$ cat config.mk
export PLATFORM = sky130hd
export DESIGN_NAME = ysyx_22051013_cache_tag_array
export DESIGN_NICKNAME = d
export VERILOG_FILES = /design/src/rtl/ysyx_22051013_cache_tag_array_pkg.sv /design/src/rtl/ysyx_22051013_cache_tag_way.sv /design/src/rtl/ysyx_22051013_cache_tag_array.sv
export SDC_FILE = /design/constraint.sdc
export NUM_CORES = 2
export LEC_CHECK = 0
export ABC_AREA = 1
export ABC_CLOCK_PERIOD_IN_PS = 5750
export BUFFER_PORTS_ARGS = -buffer_cell sky130_fd_sc_hd__buf_4
export CAP_MARGIN = 20
export CORE_MARGIN = 3
export CORE_UTILIZATION = 30
export CTS_BUF_LIST = sky130_fd_sc_hd__clkbuf_4 sky130_fd_sc_hd__clkbuf_8
export DETAILED_ROUTE_END_ITERATION = 6
export REMOVE_ABC_BUFFERS = 1
export SETUP_SLACK_MARGIN = 0.2
export SYNTH_ARGS = -nofsm -noshare
export SYNTH_HDL_FRONTEND = slang
export SYNTH_SLANG_ARGS = --single-unit
$ cat constraint.sdc
create_clock -name clk -period 5.75 [get_ports clk]
set_input_delay 0.8625 -clock clk [delete_from_list [all_inputs] [get_ports clk]]
set_output_delay 0.8625 -clock clk [all_outputs]
set_load 0.02 [all_outputs]
$ cat src/rtl/ysyx_22051013_cache_tag_array_pkg.sv
// ---------------------------------------------------------------------------
// ysyx_22051013_cache_tag_array_pkg
//
// Shared definitions for the cache tag array slice:
//   - default geometry (SET_BITS, TAG_W, WAY_BITS)
//   - entry layout inside a way RAM read word: {dirty, valid, tag}
//   - invalidate-sweep FSM state encoding
// ---------------------------------------------------------------------------
package ysyx_22051013_cache_tag_array_pkg;

  localparam int SET_BITS_DEF = 6;
  localparam int TAG_W_DEF    = 23;
  localparam int WAY_BITS_DEF = 1;

  // Entry layout: tag occupies the low bits, valid sits just above it,
  // dirty is the top bit.
  localparam int ENTRY_TAG_LSB = 0;

  function automatic int entry_valid_pos(input int tag_w);
    return tag_w;
  endfunction

  function automatic int entry_dirty_pos(input int tag_w);
    return tag_w + 1;
  endfunction

  function automatic int entry_width(input int tag_w);
    return tag_w + 2;
  endfunction

  typedef enum logic {
    SW_IDLE  = 1'b0,
    SW_SWEEP = 1'b1
  } sweep_state_e;

endpackage

$ cat src/rtl/ysyx_22051013_cache_tag_way.sv
// ---------------------------------------------------------------------------
// ysyx_22051013_cache_tag_way
//
// One way of the tag array: 2^SET_BITS entries of {dirty, valid, tag}.
// Synchronous read (read-before-write on a same-cycle collision), one write
// port, and a clear port that drops valid/dirty of one entry per cycle for
// the invalidate sweep. Tags are never cleared.
//
// Build option: YSYX_22051013_CACHE_DIRTY_EN stores the dirty bit; without it
// the dirty field always reads 0 and wr_dirty is ignored.
//
// Ports:
//   clk               clock
//   rd_en/rd_idx      read request; rd_entry holds its value when rd_en is low
//   rd_entry          registered {dirty, valid, tag}
//   wr_en/wr_idx      write request
//   wr_tag/wr_valid/wr_dirty   written fields
//   clr_en/clr_idx    clear valid and dirty of one entry (wins over write)
// ---------------------------------------------------------------------------
module ysyx_22051013_cache_tag_way
  import ysyx_22051013_cache_tag_array_pkg::*;
#(
  parameter  int SET_BITS = SET_BITS_DEF,
  parameter  int TAG_W    = TAG_W_DEF,
  localparam int ENTRY_W  = entry_width(TAG_W)
) (
  input  logic                clk,
  input  logic                rd_en,
  input  logic [SET_BITS-1:0] rd_idx,
  output logic [ENTRY_W-1:0]  rd_entry,
  input  logic                wr_en,
  input  logic [SET_BITS-1:0] wr_idx,
  input  logic [TAG_W-1:0]    wr_tag,
  input  logic                wr_valid,
  input  logic                wr_dirty,
  input  logic                clr_en,
  input  logic [SET_BITS-1:0] clr_idx
);

  localparam int SETS      = 1 << SET_BITS;
  localparam int VALID_POS = entry_valid_pos(TAG_W);
  localparam int DIRTY_POS = entry_dirty_pos(TAG_W);

  // NOTE: storage has no reset; valid/dirty are brought to a known state by
  // the sweep that every reset starts, and stale tags are harmless once invalid.
  logic [TAG_W-1:0] tag_mem [SETS];
  logic [SETS-1:0]  valid_q;
  logic             rd_dirty;
  logic [ENTRY_W-1:0] rd_word;

  always_ff @(posedge clk) begin
    if (wr_en) tag_mem[wr_idx] <= wr_tag;
  end

  always_ff @(posedge clk) begin
    if (clr_en)     valid_q[clr_idx] <= 1'b0;
    else if (wr_en) valid_q[wr_idx]  <= wr_valid;
  end

`ifdef YSYX_22051013_CACHE_DIRTY_EN
  logic [SETS-1:0] dirty_q;

  always_ff @(posedge clk) begin
    if (clr_en)     dirty_q[clr_idx] <= 1'b0;
    else if (wr_en) dirty_q[wr_idx]  <= wr_dirty;
  end

  assign rd_dirty = dirty_q[rd_idx];
`else
  logic unused_wr_dirty;
  assign unused_wr_dirty = wr_dirty;
  assign rd_dirty        = 1'b0;
`endif

  always_comb begin
    rd_word                            = '0;
    rd_word[ENTRY_TAG_LSB +: TAG_W]    = tag_mem[rd_idx];
    rd_word[VALID_POS]                 = valid_q[rd_idx];
    rd_word[DIRTY_POS]                 = rd_dirty;
  end

  // Registered read; the register only loads on rd_en so the lookup result
  // holds between accepted lookups.
  always_ff @(posedge clk) begin
    if (rd_en) rd_entry <= rd_word;
  end

endmodule

$ cat src/rtl/ysyx_22051013_cache_tag_array.sv
// ---------------------------------------------------------------------------
// ysyx_22051013_cache_tag_array
//
// N-way set-associative tag array: registered hit compare, round-robin victim
// selection per set, and an invalidate-all sweep started by rst or inv_req.
//
// Build option: YSYX_22051013_CACHE_DIRTY_EN enables dirty storage (D-cache);
// when undefined vic_dirty is always 0 (I-cache).
//
// Ports:
//   clk, rst            clock, synchronous active-high reset (starts a sweep)
//   inv_req             start invalidate-all sweep (ignored while busy)
//   busy                sweep in progress; lookups and writes are ignored
//   lk_valid/lk_idx/lk_tag      lookup request
//   hit, hit_way        registered compare result (one-hot per way)
//   vic_way/vic_tag/vic_valid/vic_dirty   victim = round-robin way of the set
//   wr_en/wr_idx/wr_way/wr_tag/wr_valid/wr_dirty   tag entry write
// ---------------------------------------------------------------------------
module ysyx_22051013_cache_tag_array
  import ysyx_22051013_cache_tag_array_pkg::*;
#(
  parameter  int SET_BITS = SET_BITS_DEF,
  parameter  int TAG_W    = TAG_W_DEF,
  parameter  int WAY_BITS = WAY_BITS_DEF,
  localparam int WAYS     = 1 << WAY_BITS
) (
  input  logic                clk,
  input  logic                rst,
  input  logic                inv_req,
  output logic                busy,
  input  logic                lk_valid,
  input  logic [SET_BITS-1:0] lk_idx,
  input  logic [TAG_W-1:0]    lk_tag,
  output logic                hit,
  output logic [WAYS-1:0]     hit_way,
  output logic [WAY_BITS-1:0] vic_way,
  output logic [TAG_W-1:0]    vic_tag,
  output logic                vic_valid,
  output logic                vic_dirty,
  input  logic                wr_en,
  input  logic [SET_BITS-1:0] wr_idx,
  input  logic [WAY_BITS-1:0] wr_way,
  input  logic [TAG_W-1:0]    wr_tag,
  input  logic                wr_valid,
  input  logic                wr_dirty
);

  localparam int SETS      = 1 << SET_BITS;
  localparam int ENTRY_W   = entry_width(TAG_W);
  localparam int VALID_POS = entry_valid_pos(TAG_W);
  localparam int DIRTY_POS = entry_dirty_pos(TAG_W);

  sweep_state_e        state_q, state_d;
  logic [SET_BITS-1:0] sw_idx_q, sw_idx_d;
  logic                sweep_clr;
  logic                lk_acc;
  logic                wr_acc;

  logic [WAY_BITS-1:0] ptr_q [SETS];
  logic                out_vld_q;
  logic [TAG_W-1:0]    lk_tag_q;
  logic [WAY_BITS-1:0] vic_way_q;
  logic [ENTRY_W-1:0]  rd_entry [WAYS];
  logic [ENTRY_W-1:0]  vic_entry;

  assign busy   = (state_q == SW_SWEEP);
  assign lk_acc = lk_valid && !busy;
  assign wr_acc = wr_en && !busy;

  // ---------------- sweep FSM ----------------
  // rst (re)starts the sweep at set 0, including mid-sweep.
  always_ff @(posedge clk) begin
    if (rst) begin
      state_q  <= SW_SWEEP;
      sw_idx_q <= '0;
    end else begin
      state_q  <= state_d;
      sw_idx_q <= sw_idx_d;
    end
  end

  // NOTE: every output of this block gets a default first so no latch is inferred.
  always_comb begin
    state_d   = state_q;
    sw_idx_d  = sw_idx_q;
    sweep_clr = 1'b0;
    unique case (state_q)
      SW_IDLE: begin
        if (inv_req) begin
          state_d  = SW_SWEEP;
          sw_idx_d = '0;
        end
      end
      SW_SWEEP: begin
        sweep_clr = 1'b1;
        sw_idx_d  = sw_idx_q + SET_BITS'(1);
        if (sw_idx_q == '1) state_d = SW_IDLE;
      end
    endcase
  end

  // ---------------- ways ----------------
  for (genvar w = 0; w < WAYS; w++) begin : g_way
    logic way_wr;
    assign way_wr = wr_acc && (wr_way == WAY_BITS'(w));

    ysyx_22051013_cache_tag_way #(
      .SET_BITS (SET_BITS),
      .TAG_W    (TAG_W)
    ) u_way (
      .clk      (clk),
      .rd_en    (lk_acc),
      .rd_idx   (lk_idx),
      .rd_entry (rd_entry[w]),
      .wr_en    (way_wr),
      .wr_idx   (wr_idx),
      .wr_tag   (wr_tag),
      .wr_valid (wr_valid),
      .wr_dirty (wr_dirty),
      .clr_en   (sweep_clr),
      .clr_idx  (sw_idx_q)
    );

    assign hit_way[w] = out_vld_q && rd_entry[w][VALID_POS]
                        && (rd_entry[w][ENTRY_TAG_LSB +: TAG_W] == lk_tag_q);
  end

  // ---------------- round-robin pointers ----------------
  // The pointer only advances when the way it names is filled, so refilling
  // a non-victim way leaves the victim choice alone. Sweep and write never
  // coincide because writes are ignored while busy.
  always_ff @(posedge clk) begin
    if (sweep_clr) begin
      ptr_q[sw_idx_q] <= '0;
    end else if (wr_acc && wr_valid && (wr_way == ptr_q[wr_idx])) begin
      ptr_q[wr_idx] <= ptr_q[wr_idx] + WAY_BITS'(1);
    end
  end

  // ---------------- lookup registers ----------------
  // out_vld_q gates every result to zero from reset until the first accepted
  // lookup; the RAM read registers themselves carry no reset.
  always_ff @(posedge clk) begin
    if (rst) begin
      out_vld_q <= 1'b0;
      vic_way_q <= '0;
    end else if (lk_acc) begin
      out_vld_q <= 1'b1;
      vic_way_q <= ptr_q[lk_idx];
    end
  end

  always_ff @(posedge clk) begin
    if (lk_acc) lk_tag_q <= lk_tag;
  end

  assign vic_entry = rd_entry[vic_way_q];

  // Multiple matching ways are a controller error; they are simply OR'd.
  assign hit       = |hit_way;
  assign vic_way   = vic_way_q;
  assign vic_tag   = out_vld_q ? vic_entry[ENTRY_TAG_LSB +: TAG_W] : '0;
  assign vic_valid = out_vld_q && vic_entry[VALID_POS];
  assign vic_dirty = out_vld_q && vic_entry[DIRTY_POS];

endmodule

==> impl_metrics.json <==
{
  "status": "finished, final reports clean",
  "arrival_ns": 3.86,
  "fin_area_mm2": 0.149,
  "area_growth_pct": 14.9,
  "final_cell_mix": "3207 x edfxtp_1, 2211 x nor2_1, 2201 x o21ai_0",
  "first_global_vias": 84600,
  "maxSlewViolCount": 0,
  "core_mm2": 0.431,
  "grt_usage_pct": 18.0,
  "dieArea_mm2": 0.441,
  "worstPathRequired_ns": 4.89,
  "fin_crit_sh_pct": 82.1,
  "rows": 241,
  "clkTransAtPathRegs_ns": 0.06,
  "place_area_mm2": 0.138,
  "setup_viol": 0,
  "insertion_delay_ns": 1.20,
  "start_util_pct": 30.1,
  "skew_ns": 0.0678,
  "die_w_um": 664,
  "grt_start_max_net_pins": 170,
  "r2r_cells": 7,
  "min_path_type": "in -> reg",
  "peakVddDrop_mv": 0.211,
  "drt_first_iter_violations": 12200,
  "io_pins": 96,
  "vias_per_cell": 5.37,
  "cts_tree": "done",
  "hold_violations": 0,
  "startpoint_type": "register",
  "grt.overflow.total": 0,
  "worst-setup-path-type": "reg -> out",
  "powerDensity_mw_per_mm2": 328,
  "nets": 10700,
  "drc": 0,
  "dp_slack_ns": 1.09,
  "ys_seq_elements": 3216,
  "tightest_slew_ns": 1.22,
  "cts_root_buf": "clkbuf_8",
  "end_kind": "primary output",
  "power_leakage_uw": 0.0472,
  "cts-buffers-inserted": 538,
  "wire_per_inst_um": 24.6,
  "yosysWarningCount": 0,
  "timing.setup.tns_ns": 0,
  "met3_length_um": 43500,
  "die_y_um": 664,
  "ys_async_sr_fraction_pct": 0,
  "final_common_cell": "edfxtp_1",
  "power_uw": 49000,
  "ys.flop_type": "edfxtp_1",
  "finalCriticalPeriod_ns": 4.72,
  "drive_above_1_share_pct": 13.2,
  "wl_met2_um": 184000,
  "fillerInstances": 41900,
  "worstHoldPathCells": 2,
  "relSlewSlack_pct": 18.3,
  "synth_cell_type_count": 51,
  "antenna_found_initial": 37,
  "syn_area_per_cell_um2": 12.4,
  "routed_wl_um": 413000,
  "crit_fanout": 25,
  "met1_length_um": 169000,
  "postRouteAntennaNets": 0,
  "dr.pass1.iters": 6,
  "clock_sinks": 3216,
  "postCtsSetupBuffers": 0,
  "topRoutingLayerUsed": "met5",
  "syn_inst": 10400,
  "netlist_area_mm2": 0.130,
  "drv_cap": 0,
  "setup_slack_ns": 1.03,
  "grt_pass1_wl_um": 592000,
  "clock.fmax_ghz": 0.212,
  "ys_seq_area_share_pct": 74.3,
  "hpwl_um": 230000,
  "route.vias.total": 90100,
  "port_buffers": 93,
  "htreeDepth": 6,
  "place.gp.congestion": 0.909,
  "rsz0062_at_grt": "false",
  "synth_edf_count": 3207,
  "cts_buffer_depth": 4
}
## path summary, 6_finish.rpt
path / to / from / slack, ns
min reg2reg: g_way[1].u_way.valid_q[19] / g_way[1].u_way.valid_q[19] / 0.59
max: hit / out_vld_q / 1.03
min: out_vld_q / rst / 0.11
max reg2reg: vic_way / busy / 2.29
## registers in the layout, summed over array words and instances (netlist names)
register              count
lk_tag_q                 23
ptr_q                    64
out_vld_q                 1
busy                      1
g_way.u_way.valid_q     128
vic_way                   1
sw_idx_q                  6
g_way.u_way.tag_mem    2944
g_way.u_way.rd_entry     48
## worst max-delay path: stages (launching register included)
cell	delay (ns)
dfxtp_1	0.83
inv_1	0.19
a2111o_1	0.42
a2111oi_0	0.66
nand2_1	0.19
o21ai_0	0.23
buf_4	0.18
## cell families after synthesis
family	Yosys count	synth area share, %
AOI/OAI and AO/OA	3353	14.1
xor gates and xnor gates	14	0.0944
adders and majority gates	1	0.00963
buffers and inverters	913	2.73
DFF	3216	74.3
other	1	0.00289
and+or+nand+nor	2945	8.79
## through the flow
step | hold slack, ns | utilization (%) | std cells
2_1_floorplan | 0.523 | - | 9669
3_3_place_gp | 0.561 | 32.1 | 15800
3_5_place_dp | 0.565 | 32.1 | 15800
4_1_cts | 0.00957 | 34.6 | 16800
5_1_grt | 0.0812 | 34.6 | 16800
6_report | 0.108 | 34.6 | 16800
## area by class of cell
type / instances / area [um2] / share of cell area [%]
inverters: 139 / 556 / 0.372
repair buffers: 469 / 4260 / 2.86
clock buffers: 745 / 8980 / 6.01
flip-flops and latches: 3216 / 96500 / 64.6
multi-input cells: 6314 / 30300 / 20.3
diodes: 23 / 57.6 / 0.0386
clock inverters: 178 / 1440 / 0.966
well taps: 5710 / 7140 / 4.79
## metal layers
metal  vias to the layer above  track usage, %
met5                         -               0
met4                        10            7.14
met3                       724            3.46
met2                      5025            27.5
met1                     45100            25.0
li1                      39300               -
## Yosys cell counts, drive strengths merged, types with 3 or more instances
cell type  count  area, um2
nor4           3       18.8
buf           96        473
o31ai          4       30.0
a2111oi        3       26.3
or2           13       81.3
nor3          26        155
clkbuf       678       2540
a21oi         59        295
nand2        448       1710
nand4          3       18.8
edfxtp      3207      96300
inv          137        514
o21ai       2207      11100
nand3b         3       22.5
o211ai        11       82.6
xor2           4       35.0
o22ai       1000       6260
xnor2         10       87.6
dfxtp          9        180
nand3         96        533
nor2        2349       8840
a31oi         12       75.1
o32ai         47        412
## report_power, final
group	internal [uW]	total (uW)	switching [uW]
logic	773	3050	2280
registers	25900	25900	48.6
clock network	10500	20000	9570
total	37100	49000	11900
## repair_timing
| action | CTS | global route |
|---|---|---|
| hold buffers | 24 | 0 |
| hold endpoints to repair | 24 | 0 |
| resized for setup | 0 | 0 |
No activity file was read; power rests on OpenSTA's default activity.
